<file path="src/rtl/adder_pkg.sv">
// Shared definitions for the multi-cycle chunked adder: FSM state encoding
// and helpers that size the chunk counter.
package adder_pkg;

    typedef enum logic [1:0] {
        IDLE = 2'd0,
        RUN  = 2'd1,
        DONE = 2'd2
    } state_t;

    function automatic int num_chunks(input int width, input int chunk);
        return width / chunk;
    endfunction

    // Counter needs at least one bit even when the whole word fits in one chunk.
    function automatic int cnt_width(input int width, input int chunk);
        int n;
        n = width / chunk;
        return (n <= 1) ? 1 : $clog2(n);
    endfunction

endpackage

</file>
<file path="src/rtl/chunk_adder.sv">
// Combinational CHUNK-bit ripple-carry adder built from full-adder cells.
module chunk_adder #(
    parameter int CHUNK = 4
) (
    input  logic [CHUNK-1:0] x,
    input  logic [CHUNK-1:0] y,
    input  logic             ci,
    output logic [CHUNK-1:0] s,
    output logic             co
);

    logic [CHUNK:0] c;

    assign c[0] = ci;

    for (genvar gi = 0; gi < CHUNK; gi++) begin : g_fa
        assign s[gi]   = x[gi] ^ y[gi] ^ c[gi];
        assign c[gi+1] = (x[gi] & y[gi]) | (c[gi] & (x[gi] ^ y[gi]));
    end

    assign co = c[CHUNK];

endmodule

</file>
<file path="src/rtl/multicycle_adder.sv">
// Adds two WIDTH-bit operands plus carry-in, CHUNK bits per cycle, behind
// valid/ready handshakes; also reports two's-complement overflow.
module multicycle_adder
    import adder_pkg::*;
#(
    parameter int WIDTH = 16,
    parameter int CHUNK = 4
) (
    input  logic             clk,
    input  logic             rst,
    input  logic             in_valid,
    output logic             in_ready,
    input  logic [WIDTH-1:0] a,
    input  logic [WIDTH-1:0] b,
    input  logic             cin,
    output logic             out_valid,
    input  logic             out_ready,
    output logic [WIDTH-1:0] sum,
    output logic             cout,
    output logic             overflow
);

    localparam int NUM_CHUNKS = num_chunks(WIDTH, CHUNK);
    localparam int CW         = cnt_width(WIDTH, CHUNK);
    localparam logic [CW-1:0] LAST_IDX = CW'(NUM_CHUNKS - 1);

    state_t           state_q, state_d;
    logic [CW-1:0]    idx_q, idx_d;
    logic             carry_q, carry_d;
    logic [WIDTH-1:0] a_q, a_d;
    logic [WIDTH-1:0] b_q, b_d;
    logic [WIDTH-1:0] psum_q, psum_d;
    logic [WIDTH-1:0] sum_q, sum_d;
    logic             cout_q, cout_d;
    logic             ovf_q, ovf_d;

    logic [CHUNK-1:0] chunk_x, chunk_y, chunk_s;
    logic             chunk_co;

    assign chunk_x = a_q[idx_q*CHUNK +: CHUNK];
    assign chunk_y = b_q[idx_q*CHUNK +: CHUNK];

    chunk_adder #(
        .CHUNK (CHUNK)
    ) u_chunk_adder (
        .x  (chunk_x),
        .y  (chunk_y),
        .ci (carry_q),
        .s  (chunk_s),
        .co (chunk_co)
    );

    always_comb begin
        state_d = state_q;
        idx_d   = idx_q;
        carry_d = carry_q;
        a_d     = a_q;
        b_d     = b_q;
        psum_d  = psum_q;
        sum_d   = sum_q;
        cout_d  = cout_q;
        ovf_d   = ovf_q;
        case (state_q)
            IDLE: begin
                if (in_valid) begin
                    a_d     = a;
                    b_d     = b;
                    carry_d = cin;
                    idx_d   = '0;
                    state_d = RUN;
                end
            end
            RUN: begin
                psum_d[idx_q*CHUNK +: CHUNK] = chunk_s;
                carry_d = chunk_co;
                idx_d   = idx_q + CW'(1);
                if (idx_q == LAST_IDX) begin
                    // psum_d already holds the final chunk, so publish it directly.
                    sum_d   = psum_d;
                    cout_d  = chunk_co;
                    ovf_d   = (a_q[WIDTH-1] == b_q[WIDTH-1]) &&
                              (psum_d[WIDTH-1] != a_q[WIDTH-1]);
                    idx_d   = '0;
                    state_d = DONE;
                end
            end
            DONE: begin
                if (out_ready) begin
                    state_d = IDLE;
                end
            end
            default: state_d = IDLE;
        endcase
    end

    always_ff @(posedge clk or posedge rst) begin
        if (rst) begin
            state_q <= IDLE;
            idx_q   <= '0;
            carry_q <= 1'b0;
            a_q     <= '0;
            b_q     <= '0;
            psum_q  <= '0;
            sum_q   <= '0;
            cout_q  <= 1'b0;
            ovf_q   <= 1'b0;
        end else begin
            state_q <= state_d;
            idx_q   <= idx_d;
            carry_q <= carry_d;
            a_q     <= a_d;
            b_q     <= b_d;
            psum_q  <= psum_d;
            sum_q   <= sum_d;
            cout_q  <= cout_d;
            ovf_q   <= ovf_d;
        end
    end

    assign in_ready  = (state_q == IDLE);
    assign out_valid = (state_q == DONE);
    assign sum       = sum_q;
    assign cout      = cout_q;
    assign overflow  = ovf_q;

endmodule

</file>
<file path="config.mk">
export PLATFORM = sky130hd
export DESIGN_NAME = multicycle_adder
export DESIGN_NICKNAME = d
export VERILOG_FILES = /design/src/rtl/adder_pkg.sv /design/src/rtl/chunk_adder.sv /design/src/rtl/multicycle_adder.sv
export SDC_FILE = /design/constraint.sdc
export NUM_CORES = 1
export LEC_CHECK = 0
export ABC_AREA = 1
export BUFFER_PORTS_ARGS = -buffer_cell sky130_fd_sc_hd__buf_4
export CAP_MARGIN = 20
export CELL_PAD_IN_SITES_DETAIL_PLACEMENT = 0
export CELL_PAD_IN_SITES_GLOBAL_PLACEMENT = 1
export CORE_ASPECT_RATIO = 1.25
export CORE_MARGIN = 3
export CORE_UTILIZATION = 28
export DETAILED_ROUTE_END_ITERATION = 10
export PLACE_DENSITY_LB_ADDON = 0.1
export SYNTH_ARGS = -nofsm -noshare
export SYNTH_HDL_FRONTEND = slang
export SYNTH_SLANG_ARGS = --single-unit
</file>
<file path="constraint.sdc">
create_clock -name clk -period 5.6 [get_ports clk]
set_input_delay 1.12 -clock clk [delete_from_list [all_inputs] [get_ports clk]]
set_output_delay 1.12 -clock clk [all_outputs]
set_load 0.005 [all_outputs]
</file>
# Yosys cells after proc, flatten, opt, wreduce, memory -nomap -nowiden
# Cells that the tools add are included.
totals:
  inputBits: 37
  regBits: 71
  word_cells: 60
classes:
  n_shift: 4
  eq_ne: 8
  add_sub_neg: 2
  muxes: 10
  bitwise_logic: 20
  n_reduce_logical: 7
ops:
  columns: ["cell", "count"]
  rows:
  - ["$neg A4 Y34", 1]
  - ["$shift A4 B34 Y16 const A", 1]
  - ["$shiftx A4 B34 Y16", 1]
  - ["$shiftx A16 B5 Y4", 2]
  - ["$bwmux W16", 1]
  - ["$mux W2", 5]
  - ["$and A1 B1 Y1", 8]
  - ["$xor A1 B1 Y1", 8]
  - ["$pmux W2 S3", 1]
  - ["$reduce_and A2 Y1", 3]
  - ["$eq A2 B2 Y1 const B", 2]
  - ["$ne A2 B2 Y1 const B", 2]
  - ["$or A1 B1 Y1", 4]
  - ["$pmux W2 S2", 1]
  - ["$reduce_and A3 Y1", 1]
  - ["$add A2 B1 Y2 const B", 1]
  - ["$eq A2 B1 Y1 const B", 1]
  - ["$logic_not A2 Y1", 1]
  - ["$ne A2 B1 Y1 const B", 1]
  - ["$pmux W1 S2", 1]
  - ["$reduce_bool A2 Y1", 1]
  - ["$eq A1 B1 Y1", 1]
  - ["$logic_and A1 B1 Y1", 1]
  - ["$mux W1", 1]
  - ["$ne A1 B1 Y1", 1]

# Logic depth before layout (Yosys ltp)
# Gate-level depths: netlist (run 1).
logic_depth:
  ltp_word: 13
  depth_mapped: 18
  mapped_depth_nobuf: 17

# Hierarchy
# A second synthesis (run 1) with hierarchy kept.
hier_totals:
  hier_cells: 430
  area_unflattened_um2: 3410.8
by_module_without_submodules:
  columns: ["module", "instances", "cells_per_inst", "seq_area_each_um2", "area_per_inst_um2"]
  rows:
  - ["multicycle_adder", 1, 416, 1776.7, 3293.2]
  - ["chunk_adder", 1, 14, 0.0, 117.6]

# Worst setup path after synthesis (run 1)
# No wires, ideal clock.
synth_path:
  kind: "register to register"
  startpoint: "reg idx_q[0]"
  endpoint: "reg ovf_q (netlist: overflow)"
  t_arrival_ns: 2.852
  setup_ns: 0.117
  path_buffers: 2
  setup_slack_ns: 2.630
  stages_incl_launch_ff: 18
  period_less_slack_ns: 2.970
  cell_sequence: "dfrtp_1 > buf_6 > buf_2 > nand2_1 > a32o_1 > fa_1 > inv_1 > fa_1 > inv_1 > fa_1 > inv_1 > fa_1 > inv_1 > nor2_1 > nand3_1 > nand3_1 > nand3_1 > nand2_1"
synth_via:
  elab_chain_len: 13
  word_cells_on_any_way: 27
  classes_between: "1 x add/sub; 2 x eq/ne; 4 x shift; 1 x mux; 17 x bitwise; 2 x reduce/logical"
synth_rtl:
  columns: ["element", "line_no", "text"]
  rows:
  - ["from (decl)", "multicycle_adder.sv:28", "logic [CW-1:0] idx_q, idx_d;"]
  - ["from (signal assigned)", "multicycle_adder.sv:109", "idx_q <= idx_d;"]
  - ["$shiftx A16 B5 Y4 (on tied branches)", "multicycle_adder.sv:40, multicycle_adder.sv:41", null]
  - ["$xor A1 B1 Y1", "chunk_adder.sv:17, chunk_adder.sv:18", null]
  - ["$and A1 B1 Y1", "chunk_adder.sv:18", "assign c[gi+1] = (x[gi] & y[gi]) | (c[gi] & (x[gi] ^ y[gi]));"]
  - ["$or A1 B1 Y1", "chunk_adder.sv:18", null]
  - ["$and A1 B1 Y1", "chunk_adder.sv:18", null]
  - ["$or A1 B1 Y1", "chunk_adder.sv:18", null]
  - ["$and A1 B1 Y1", "chunk_adder.sv:18", null]
  - ["$or A1 B1 Y1", "chunk_adder.sv:18", null]
  - ["$xor A1 B1 Y1", "chunk_adder.sv:17", "assign s[gi] = x[gi] ^ y[gi] ^ c[gi];"]
  - ["$shiftx A4 B34 Y16", "multicycle_adder.sv:74", "psum_d[idx_q*CHUNK +: CHUNK] = chunk_s;"]
  - ["$bwmux W16", "multicycle_adder.sv:74", null]
  - ["$ne A1 B1 Y1", "multicycle_adder.sv:82", "(psum_d[WIDTH-1] != a_q[WIDTH-1]);"]
  - ["$logic_and A1 B1 Y1", "multicycle_adder.sv:81", "ovf_d = (a_q[WIDTH-1] == b_q[WIDTH-1]) &&"]
  - ["to (signal assigned)", "multicycle_adder.sv:116", "ovf_q <= ovf_d;"]
  - ["to (decl)", "multicycle_adder.sv:35", "logic ovf_q, ovf_d;"]
# Parallel ways exist; a longest one is shown, timed or not.
# A chain may end at the register's enable or synchronous reset.

# Worst setup path after layout (run 1)
# Same ends and word-level chain as after synthesis.

==> results of run 1 <==
-- flip-flops by register name, summed over array words and instances (netlist names) --
signal    count
idx_q         2
state_q       2
sum          16
b_q          16
cout          1
overflow      1
carry_q       1
psum_q       16
a_q          16
-- logic make-up (layout without fill, tap and decap cells) --
family	count (synthesis)	count (layout)
AND/OR/NAND/NOR	233	233
flip-flops	71	71
AO/OA/AOI/OAI	54	54
buffers and inverters	46	104
adder cells (fa/ha/maj)	10	10
-- critical path, cell delays in order (launching register included) --
cell and delay [ns]:
dfrtp_1 0.32, buf_4 0.29, clkinv_2 0.28, nor2_1 0.15, nor2_1 0.06, a21oi_1 0.17
fa_1 0.20, inv_1 0.05, fa_1 0.36, inv_1 0.07, fa_1 0.16, inv_1 0.05
fa_1 0.50, nand3_1 0.12, o21ai_0 0.23, nand2_1 0.07, nand3_1 0.07, nand2_1 0.05
-- per-layer routing --
| layer | vias up | GRT usage (%) | share of wire [%] |
|---|---|---|---|
| li1 | 1411 | - | - |
| met1 | 1289 | 16.78 | 45 |
| met2 | 49 | 22.64 | 50 |
| met3 | 11 | 2.078 | 2.8 |
| met4 | 0 | 6.486 | 1.8 |
| met5 | - | 0 | 0 |
-- layout make-up --
cell class | count | area [µm²]
clock buffer | 11 | 252.7
tap | 161 | 201.4
multi-input combinational | 297 | 1405
sequential | 71 | 1777
clock inverter | 4 | 45.04
timing repair buffer | 59 | 455.4
inverter | 30 | 123.9
fill | 1275 | 7576
-- how the worst min path moves through the flow --
stage,depth (start not counted),start,to
global route,2,sum[4]$_DFFE_PP0P_,sum[4]$_DFFE_PP0P_
floorplan,2,a_q[10]$_DFFE_PP0P_,a_q[10]$_DFFE_PP0P_
global placement,2,sum[8]$_DFFE_PP0P_,sum[8]$_DFFE_PP0P_
finish,2,a_q[6]$_DFFE_PP0P_,a_q[6]$_DFFE_PP0P_
detailed placement,2,psum_q[3]$_DFFE_PP0P_,psum_q[3]$_DFFE_PP0P_
CTS,2,a_q[6]$_DFFE_PP0P_,a_q[6]$_DFFE_PP0P_
-- where the power goes --
group / switching (mW) / total, mW / internal (mW)
Combinational: 0.732 / 1.15 / 0.423
Sequential: 0.129 / 0.857 / 0.728
Clock: 0.212 / 0.576 / 0.364
-- through the flow --
| step | setup WS [ns] | std cells | util (%) | hold slack (ns) |
|---|---|---|---|---|
| after floorplan | 2.630 | 414 | - | 0.4436 |
| after global placement | 2.365 | 617 | 33.31 | 0.4631 |
| after detailed placement | 2.268 | 617 | 33.31 | 0.4661 |
| after CTS | 2.244 | 632 | 35.82 | 0.4812 |
| after global routing | 1.943 | 633 | 35.99 | 0.4997 |
| final | 2.288 | 633 | 35.99 | 0.4757 |
-- synthesized netlist by cell type, types with 2 or more instances --
cell type | n | area share, %
nand2_1 | 198 | 22
inv_1 | 26 | 2.8
buf_2 | 7 | 1.0
o22ai_1 | 11 | 2.0
buf_6 | 6 | 2.0
o21ai_2 | 4 | 1.0
dfrtp_1 | 71 | 52
buf_8 | 2 | 0.87
a21oi_1 | 4 | 0.58
nor2_1 | 20 | 2.2
nand3_1 | 9 | 1.3
ha_1 | 6 | 2.2
o21ai_1 | 9 | 1.3
a32o_1 | 2 | 0.58
fa_1 | 4 | 2.3
o21ai_0 | 21 | 3.1
==> flow_metrics.py, run 1 <==
metrics = {
    "drt": {
        "routed_wl_um": 8634,
        "drc": 0,
        "wl_per_cell_um": 13.64,
        "via_count": 2760,
        "viasPerCell": 4.360,
        "first_pass_iters": 4,
        "ant_nets": 0,
        "drt_iter0_drc": 108,
    },
    "synthesis": {
        "ys_seq_elements": 71,
        "synthAdderAreaFrac_pct": 4.503,
        "synth_edf_count": 0,
        "ys_warn_count": 0,
        "syn_inst": 414,
        "synth_nets": 461,
        "synth-async-reset-ratio_pct": 100.0,
        "syn_area_mm2": 0.003446,
        "synth_compound_area_share_pct": 9.586,
        "avgSynthCellArea_um2": 8.323,
        "yosys.area_share.xor_xnor_pct": 0,
        "synth_top_family_by_area": "simple AND/OR/NAND/NOR gates",
        "synthFlopType": "dfrtp_1",
        "synth_simple_gate_area_share_pct": 26.69,
        "synth.yosys.seq_area_share_pct": 51.56,
        "synth.distinct_cells": 30,
        "muxShareOfSynthArea_pct": 0,
    },
    "sta": {
        "hold_viol_final": 0,
        "slew_headroom_pct": 58.00,
        "min_period_ns": 3.312,
        "slew_viol_final": 0,
        "min_period_over_period_pct": 59.14,
        "skew_ns": 0.004638,
        "worstMarginPinSlew_ns": 0.6278,
        "fmax_mhz": 302.0,
        "setup_violations": 0,
        "rsz0062_at_grt": "no",
        "totalNegativeSetupSlack_ns": 0,
    },
    "power_and_ir_drop": {
        "p_per_area_mw_per_mm2": 607.3,
        "p_total_mw": 2.587,
        "vdd_drop_max_uv": 181.6,
        "p_leak_nw": 2.210,
    },
    "die": {
        "die_h_um": 130.0,
        "rows": 44,
        "die-area_mm2": 0.01368,
        "num_io_pins": 57,
        "coreArea_mm2": 0.01184,
        "start_util_pct": 29.11,
        "die_w_um": 105.2,
    },
    "setup_path": {
        "worstPathArrival_ns": 3.54,
        "timing.reg2reg.worst_path_depth": 17,
        "crit_required_ns": 5.83,
        "timing.rr.start": "idx_q[0]$_DFFE_PP0P_",
        "start_kind": "flop",
        "rrSetupSlack_ns": 2.29,
        "crit_fanout": 30,
        "criticalPathCategory": "flop to flop",
        "cp-startpoint": "idx_q[0]$_DFFE_PP0P_",
        "endpoint_kind": "flop",
        "regToRegEndpoint": "overflow$_DFFE_PP0P_",
        "setup.worst_path.end": "overflow$_DFFE_PP0P_",
    },
    "placed_design": {
        "dpl.hpwl_um": 6187,
        "port_buffers": 56,
        "placedInstanceArea_mm2": 0.003943,
        "gp_congestion": 0.7760,
    },
    "cts": {
        "holdBufCountCts": 0,
        "cts_tree": "done",
        "clockBufferDepth": 2,
        "numCtsBuffers": 9,
        "cts_root_buf": "clkbuf_16",
        "cts_setup_buffers": 0,
        "cts_sinks": 71,
        "htree_levels": 3,
        "clk_latency_ns": 0.34,
        "cts_resized": 0,
        "cts.reportedPaths.clkPinSlew_ns": 0.06,
    },
    "cells_and_area": {
        "mostFrequentLayoutCells": "nand2_1, dfrtp_1, buf_4, inv_1, o21ai_0",
        "final_common_cell": "nand2_1",
        "layout.nets": 515,
        "drive_above_1_share_pct": 18.86,
        "antennaDiodeCount": 0,
        "final_area_mm2": 0.004260,
        "syn2layout_area_growth_pct": 23.64,
    },
    "grt": {
        "grt_usage_pct": 13.38,
        "grt_pass1_wl_um": 14270,
        "grt_pass1_vias": 2789,
        "antenna_found_initial": 0,
        "grt-ovfl-total": 0,
        "grt_max_degree": 47,
    },
    "hold_path": {
        "worstHoldPathType": "flop to flop",
    },
    "run_status": {
        "status": "finished clean",
    },
    "run": {
        "cap_violations": 0,
    },
}
No activity file was read; power rests on OpenSTA's default activity.
==> inputs of run 2 (changes only) <==
Clock period 5.6 ns to 2.69 ns, I/O delays scaled along.
==> flow_metrics.py, run 2 (synthesis results as in run 1) <==
metrics = {
    "placed_design": {
        "gp_congestion": 0.7871,
        "placedInstanceArea_mm2": 0.004088,
        "dpl.hpwl_um": 6160,
        "port_buffers": 56,
        "placedCellCount": 633,
        "dp_slack_ns": -0.3146,
    },
    "power_and_ir_drop": {
        "p_total_mw": 6.020,
        "p_per_area_mw_per_mm2": 1344,
        "seq_power_share_pct": 30.0,
        "p_leak_nw": 2.306,
        "pwr-share-comb_pct": 50.3,
        "vdd_drop_max_uv": 369.0,
        "p_switching_mw": 2.510,
        "switching_share_pct": 41.70,
        "power_frac_clock_pct": 19.7,
        "intPower_mw": 3.509,
    },
    "sta": {
        "slew_viol_final": 0,
        "fmax_mhz": 349.3,
        "skew_ns": 0.006890,
        "hold_viol_final": 0,
        "setup_violations": 9,
        "totalNegativeSetupSlack_ns": -1.075,
        "slew_headroom_pct": 64.98,
        "min_period_ns": 2.863,
        "final.setup.worst_slack_ns": -0.1729,
        "min_period_over_period_pct": 106.4,
        "worstMarginPinSlew_ns": 0.5245,
        "rsz0062_at_grt": "yes",
    },
    "cts": {
        "cts_root_buf": "clkbuf_16",
        "numCtsBuffers": 9,
        "cts_tree": "done",
        "htree_levels": 3,
        "clk_latency_ns": 0.34,
        "clockBufferDepth": 2,
        "holdBufCountCts": 0,
        "cts.reportedPaths.clkPinSlew_ns": 0.05,
        "cts_sinks": 71,
    },
    "cells_and_area": {
        "final_area_mm2": 0.004479,
        "final_cells": 653,
        "mostFrequentLayoutCells": "nand2_1, buf_4, dfrtp_1, inv_1, nor2_1",
        "syn2layout_area_growth_pct": 29.99,
        "layout.nets": 534,
        "drive_above_1_share_pct": 26.83,
        "antennaDiodeCount": 0,
        "final_common_cell": "nand2_1",
    },
    "drt": {
        "routed_wl_um": 8800,
        "drt_iter0_drc": 80,
        "wl_per_cell_um": 13.48,
        "first_pass_iters": 4,
        "via_count": 2836,
        "drc": 0,
        "viasPerCell": 4.343,
        "ant_nets": 0,
    },
    "grt": {
        "antenna_found_initial": 0,
        "grt-ovfl-total": 0,
        "grt_max_degree": 72,
        "grt_pass1_vias": 2808,
        "grt_usage_pct": 13.68,
        "grt_pass1_wl_um": 14410,
    },
    "setup_path": {
        "endpoint_kind": "flop",
        "criticalPathCategory": "flop to flop",
        "path_common_cell": "inv_2",
        "start_kind": "flop",
        "crit_chain": "buf_6 > o21ai_2 > nor2_1 > a21oi_2 > fa_2 > inv_2 > fa_2 > inv_2 > fa_2 > inv_2 > fa_1 > inv_2 > nor2_4 > nand3_2 > buf_4 > a31oi_4",
        "crit_required_ns": 2.95,
        "crit_fanout": 5,
        "worstPathArrival_ns": 3.12,
        "cpMaxStageDelayCell": "fa_1",
        "cp_slowest_stage_delay_ns": 0.56,
    },
    "hold_path": {
        "worstHoldPathType": "input port to async pin",
    },
    "run_status": {
        "status": "finished with violations",
        "failed_checks": "negative setup slack",
    },
    "die": {
        "die-area_mm2": 0.01368,
        "coreArea_mm2": 0.01184,
        "num_io_pins": 57,
        "die_h_um": 130.0,
        "start_util_pct": 29.11,
        "die_w_um": 105.2,
        "rows": 44,
    },
    "run": {
        "cap_violations": 0,
    },
}
run 2: power by group through the flow:
stage / Combinational (mW) / Clock [mW] / Sequential, mW
2_1_floorplan: 1.90 / 0 / 1.73
3_3_place_gp: 2.83 / 0 / 1.82
3_5_place_dp: 2.84 / 0 / 1.82
4_1_cts: 2.93 / 1.22 / 1.81
5_1_grt: 3.44 / 1.27 / 1.86
6_report: 3.03 / 1.19 / 1.81
run 2: per-layer routing:
metal	track usage [%]	part of all wire [%]
met1	16.63	44
met2	22.97	49
met3	2.227	2.9
met4	8.108	3.3
met5	0	0
run 2: worst max-delay path: cells and delay by family, from the launching register on:
| kind | cells | cell delay [ns] |
|---|---|---|
| adder cells (fa/ha/maj) | 4 | 1.28 |
| buffers and inverters | 6 | 0.50 |
| flip-flops | 1 | 0.45 |
| AO/OA/AOI/OAI | 3 | 0.33 |
| AND/OR/NAND/NOR | 3 | 0.24 |
run 2: final cells by class:
class | count | area, µm²
fillers | 1226 | 7357
flip-flops and latches | 71 | 1779
multi-input cells | 297 | 1475
repair buffers | 78 | 601.8
clock buffers | 12 | 246.5
well taps | 161 | 201.4
inverters | 30 | 130.1
clock inverters | 4 | 45.04
run 2: through the flow:
step / hold slack, ns / util (%)
finish: 0.2814 / 37.84
global route: 0.3274 / 37.84
detailed placement: 0.4637 / 34.53
CTS: 0.3124 / 37.34
floorplan: 0.4436 / -
global placement: 0.4580 / 34.53
run 2: worst paths after layout:
path | startpoint | depth (start not counted) | slack (ns) | end
min reg2reg | a_q[10]$_DFFE_PP0P_ | 2 | 0.47 | a_q[10]$_DFFE_PP0P_
min | rst | 3 | 0.28 | a_q[1]$_DFFE_PP0P_
max | idx_q[0]$_DFFE_PP0P_ | 16 | -0.17 | psum_q[15]$_DFFE_PP0P_
max in group asynchronous | rst | 3 | 2.08 | idx_q[0]$_DFFE_PP0P_
max reg2reg | idx_q[0]$_DFFE_PP0P_ | 16 | -0.17 | psum_q[15]$_DFFE_PP0P_
min in group clk | out_ready | 2 | 0.38 | state_q[1]$_DFFE_PP0P_
run 2: what timing repair did:
item                       4_1_cts  5_1_grt
resized for setup                9       18
pin swaps                        4        3
setup buffers                    3        1
setup endpoints to repair       15       18
==> inputs of run 3 (changes only) <==
Settings changed: GPL_TIMING_DRIVEN set to 0.
Clock period 2.69 ns to 3.06 ns, I/O delays scaled along.
==> flow_metrics.py, run 3 (synthesis results as in run 1) <==
metrics = {
    "drt": {
        "drt_iter0_drc": 47,
        "wl_per_cell_um": 13.71,
        "ant_nets": 0,
        "first_pass_iters": 4,
        "via_count": 2821,
        "routed_wl_um": 8994,
        "viasPerCell": 4.300,
        "drc": 0,
    },
    "placed_design": {
        "placedInstanceArea_mm2": 0.004090,
        "port_buffers": 56,
        "dpl.hpwl_um": 6545,
        "gp_congestion": 0.7566,
    },
    "power_and_ir_drop": {
        "p_per_area_mw_per_mm2": 1182,
        "vdd_drop_max_uv": 406.6,
        "p_switching_mw": 2.213,
        "pwr-share-comb_pct": 50.1,
        "power_frac_clock_pct": 21.1,
        "seq_power_share_pct": 28.8,
        "intPower_mw": 3.220,
        "switching_share_pct": 40.74,
        "p_leak_nw": 2.349,
    },
    "sta": {
        "holdWs_ns": 0.2911,
        "rsz0062_at_grt": "yes",
        "setup_violations": 0,
        "hold_viol_final": 0,
        "slew_headroom_pct": 68.83,
        "min_period_ns": 2.971,
        "fmax_mhz": 336.6,
        "skew_ns": 0.009758,
        "min_period_over_period_pct": 97.09,
        "slew_viol_final": 0,
        "worstMarginPinSlew_ns": 0.4676,
        "totalNegativeSetupSlack_ns": 0,
    },
    "cts": {
        "cts_sinks": 71,
        "htree_levels": 3,
        "clockBufferDepth": 2,
        "holdBufCountCts": 0,
        "cts.reportedPaths.clkPinSlew_ns": 0.06,
        "numCtsBuffers": 9,
        "cts_root_buf": "clkbuf_16",
        "cts_tree": "done",
        "clk_latency_ns": 0.34,
    },
    "grt": {
        "grt_pass1_wl_um": 14760,
        "grt-ovfl-total": 0,
        "grt_usage_pct": 14.02,
        "grt_pass1_vias": 2907,
        "grt_max_degree": 38,
        "antenna_found_initial": 0,
    },
    "die": {
        "start_util_pct": 29.11,
        "num_io_pins": 57,
        "die-area_mm2": 0.01368,
        "die_w_um": 105.2,
        "rows": 44,
        "coreArea_mm2": 0.01184,
        "die_h_um": 130.0,
    },
    "setup_path": {
        "crit_required_ns": 3.32,
        "endpoint_kind": "flop",
        "crit_buf_inv": 6,
        "crit_fanout": 5,
        "start_kind": "flop",
        "crit_chain": "buf_8 > o21ai_2 > nor2_1 > a21oi_2 > fa_2 > inv_2 > fa_2 > inv_2 > fa_2 > inv_2 > fa_2 > inv_2 > nor2_4 > nand3_2 > buf_6 > a31oi_4",
        "cpMaxStageDelayCell": "fa_2",
        "cp_top_family": "adder cells",
        "criticalPathCategory": "flop to flop",
        "worstPathArrival_ns": 3.23,
        "cp_slowest_stage_delay_ns": 0.56,
    },
    "run_status": {
        "status": "finished clean",
    },
    "cells_and_area": {
        "layout.nets": 537,
        "antennaDiodeCount": 0,
        "mostFrequentLayoutCells": "nand2_1, dfrtp_1, buf_4, inv_1, nor2_1",
        "final_common_cell": "nand2_1",
        "fill_cells": 1246,
        "utilization_pct": 38.84,
        "drive_above_1_share_pct": 28.08,
        "final_area_mm2": 0.004597,
        "syn2layout_area_growth_pct": 33.41,
    },
    "run": {
        "cap_violations": 0,
    },
    "hold_path": {
        "worstHoldPathType": "input port to async pin",
    },
}
-- run 3: cell types whose count changed in the layout (fill, tap and decap cells not counted), moves of 2 or more --
cell     previous run  this run
buf_2               0         3
nand3_1             6         4
buf_4              76        66
nand3_2             3         5
buf_6               1         6
buf_8               0         3
-- run 3: per-stage QoR --
step | setup WS, ns | instances | power (mW)
2_1_floorplan | 0.09045 | 414 | 3.135
3_3_place_gp | -0.4939 | 631 | 3.945
3_5_place_dp | -0.3949 | 632 | 3.960
4_1_cts | 0.004071 | 655 | 5.458
5_1_grt | -0.05160 | 656 | 5.923
6_report | 0.08907 | 656 | 5.433
-- run 3: metal layers --
layer / up-vias / global-route usage (%) / share of wire (%)
met1: 1310 / 16.27 / 43
li1: 1455 / - / -
met4: 0 / 5.328 / 1.6
met2: 47 / 25.26 / 52
met3: 9 / 3.167 / 3.4
met5: - / 0 / 0
-- run 3: power groups by stage --
stage | clock network, mW | logic (mW) | registers [mW]
4_1_cts | 1.18 | 2.72 | 1.56
5_1_grt | 1.22 | 3.08 | 1.62
3_3_place_gp | 0 | 2.35 | 1.59
2_1_floorplan | 0 | 1.61 | 1.52
6_report | 1.15 | 2.72 | 1.57
3_5_place_dp | 0 | 2.37 | 1.59
-- run 3: worst register-to-register path: cells and delay by family (launching register included) --
family / cells / cell delay, ns
buffers and inverters: 6 / 0.49
flip-flops: 1 / 0.45
adder cells (fa/ha/maj): 4 / 1.30
AO/OA/AOI/OAI: 3 / 0.37
AND/OR/NAND/NOR: 3 / 0.28
-- run 3: cell type report --
type	instances	area (µm²)	share of cell area, %
Clock buffer	11	242.7	5.280
Tap cell	161	201.4	4.382
Multi-Input combinational cell	297	1490	32.42
Buffer	15	146.4	3.185
Clock inverter	5	81.33	1.769
Inverter	30	126.4	2.749
Timing Repair Buffer	66	529.3	11.51
Sequential cell	71	1779	38.70
-- run 3: what timing repair did --
action | 4_1_cts | 5_1_grt
pin swaps | 8 | 8
endpoints found under the setup margin | 10 | 9
resized for setup | 30 | 15
setup buffers | 7 | 1
gates cloned | 0 | 1
-- run 3: worst paths after layout --
check / from / endpoint / slack (ns) / cells after the start
max: idx_q[0]$_DFFE_PP0P_ / psum_q[15]$_DFFE_PP0P_ / 0.09 / 16
min: rst / a_q[7]$_DFFE_PP0P_ / 0.29 / 2
max reg2reg: idx_q[0]$_DFFE_PP0P_ / psum_q[15]$_DFFE_PP0P_ / 0.09 / 16
min reg2reg: sum[11]$_DFFE_PP0P_ / sum[11]$_DFFE_PP0P_ / 0.47 / 2
max in group asynchronous: rst / psum_q[7]$_DFFE_PP0P_ / 2.19 / 3
min in group clk: out_ready / state_q[1]$_DFFE_PP0P_ / 0.46 / 2
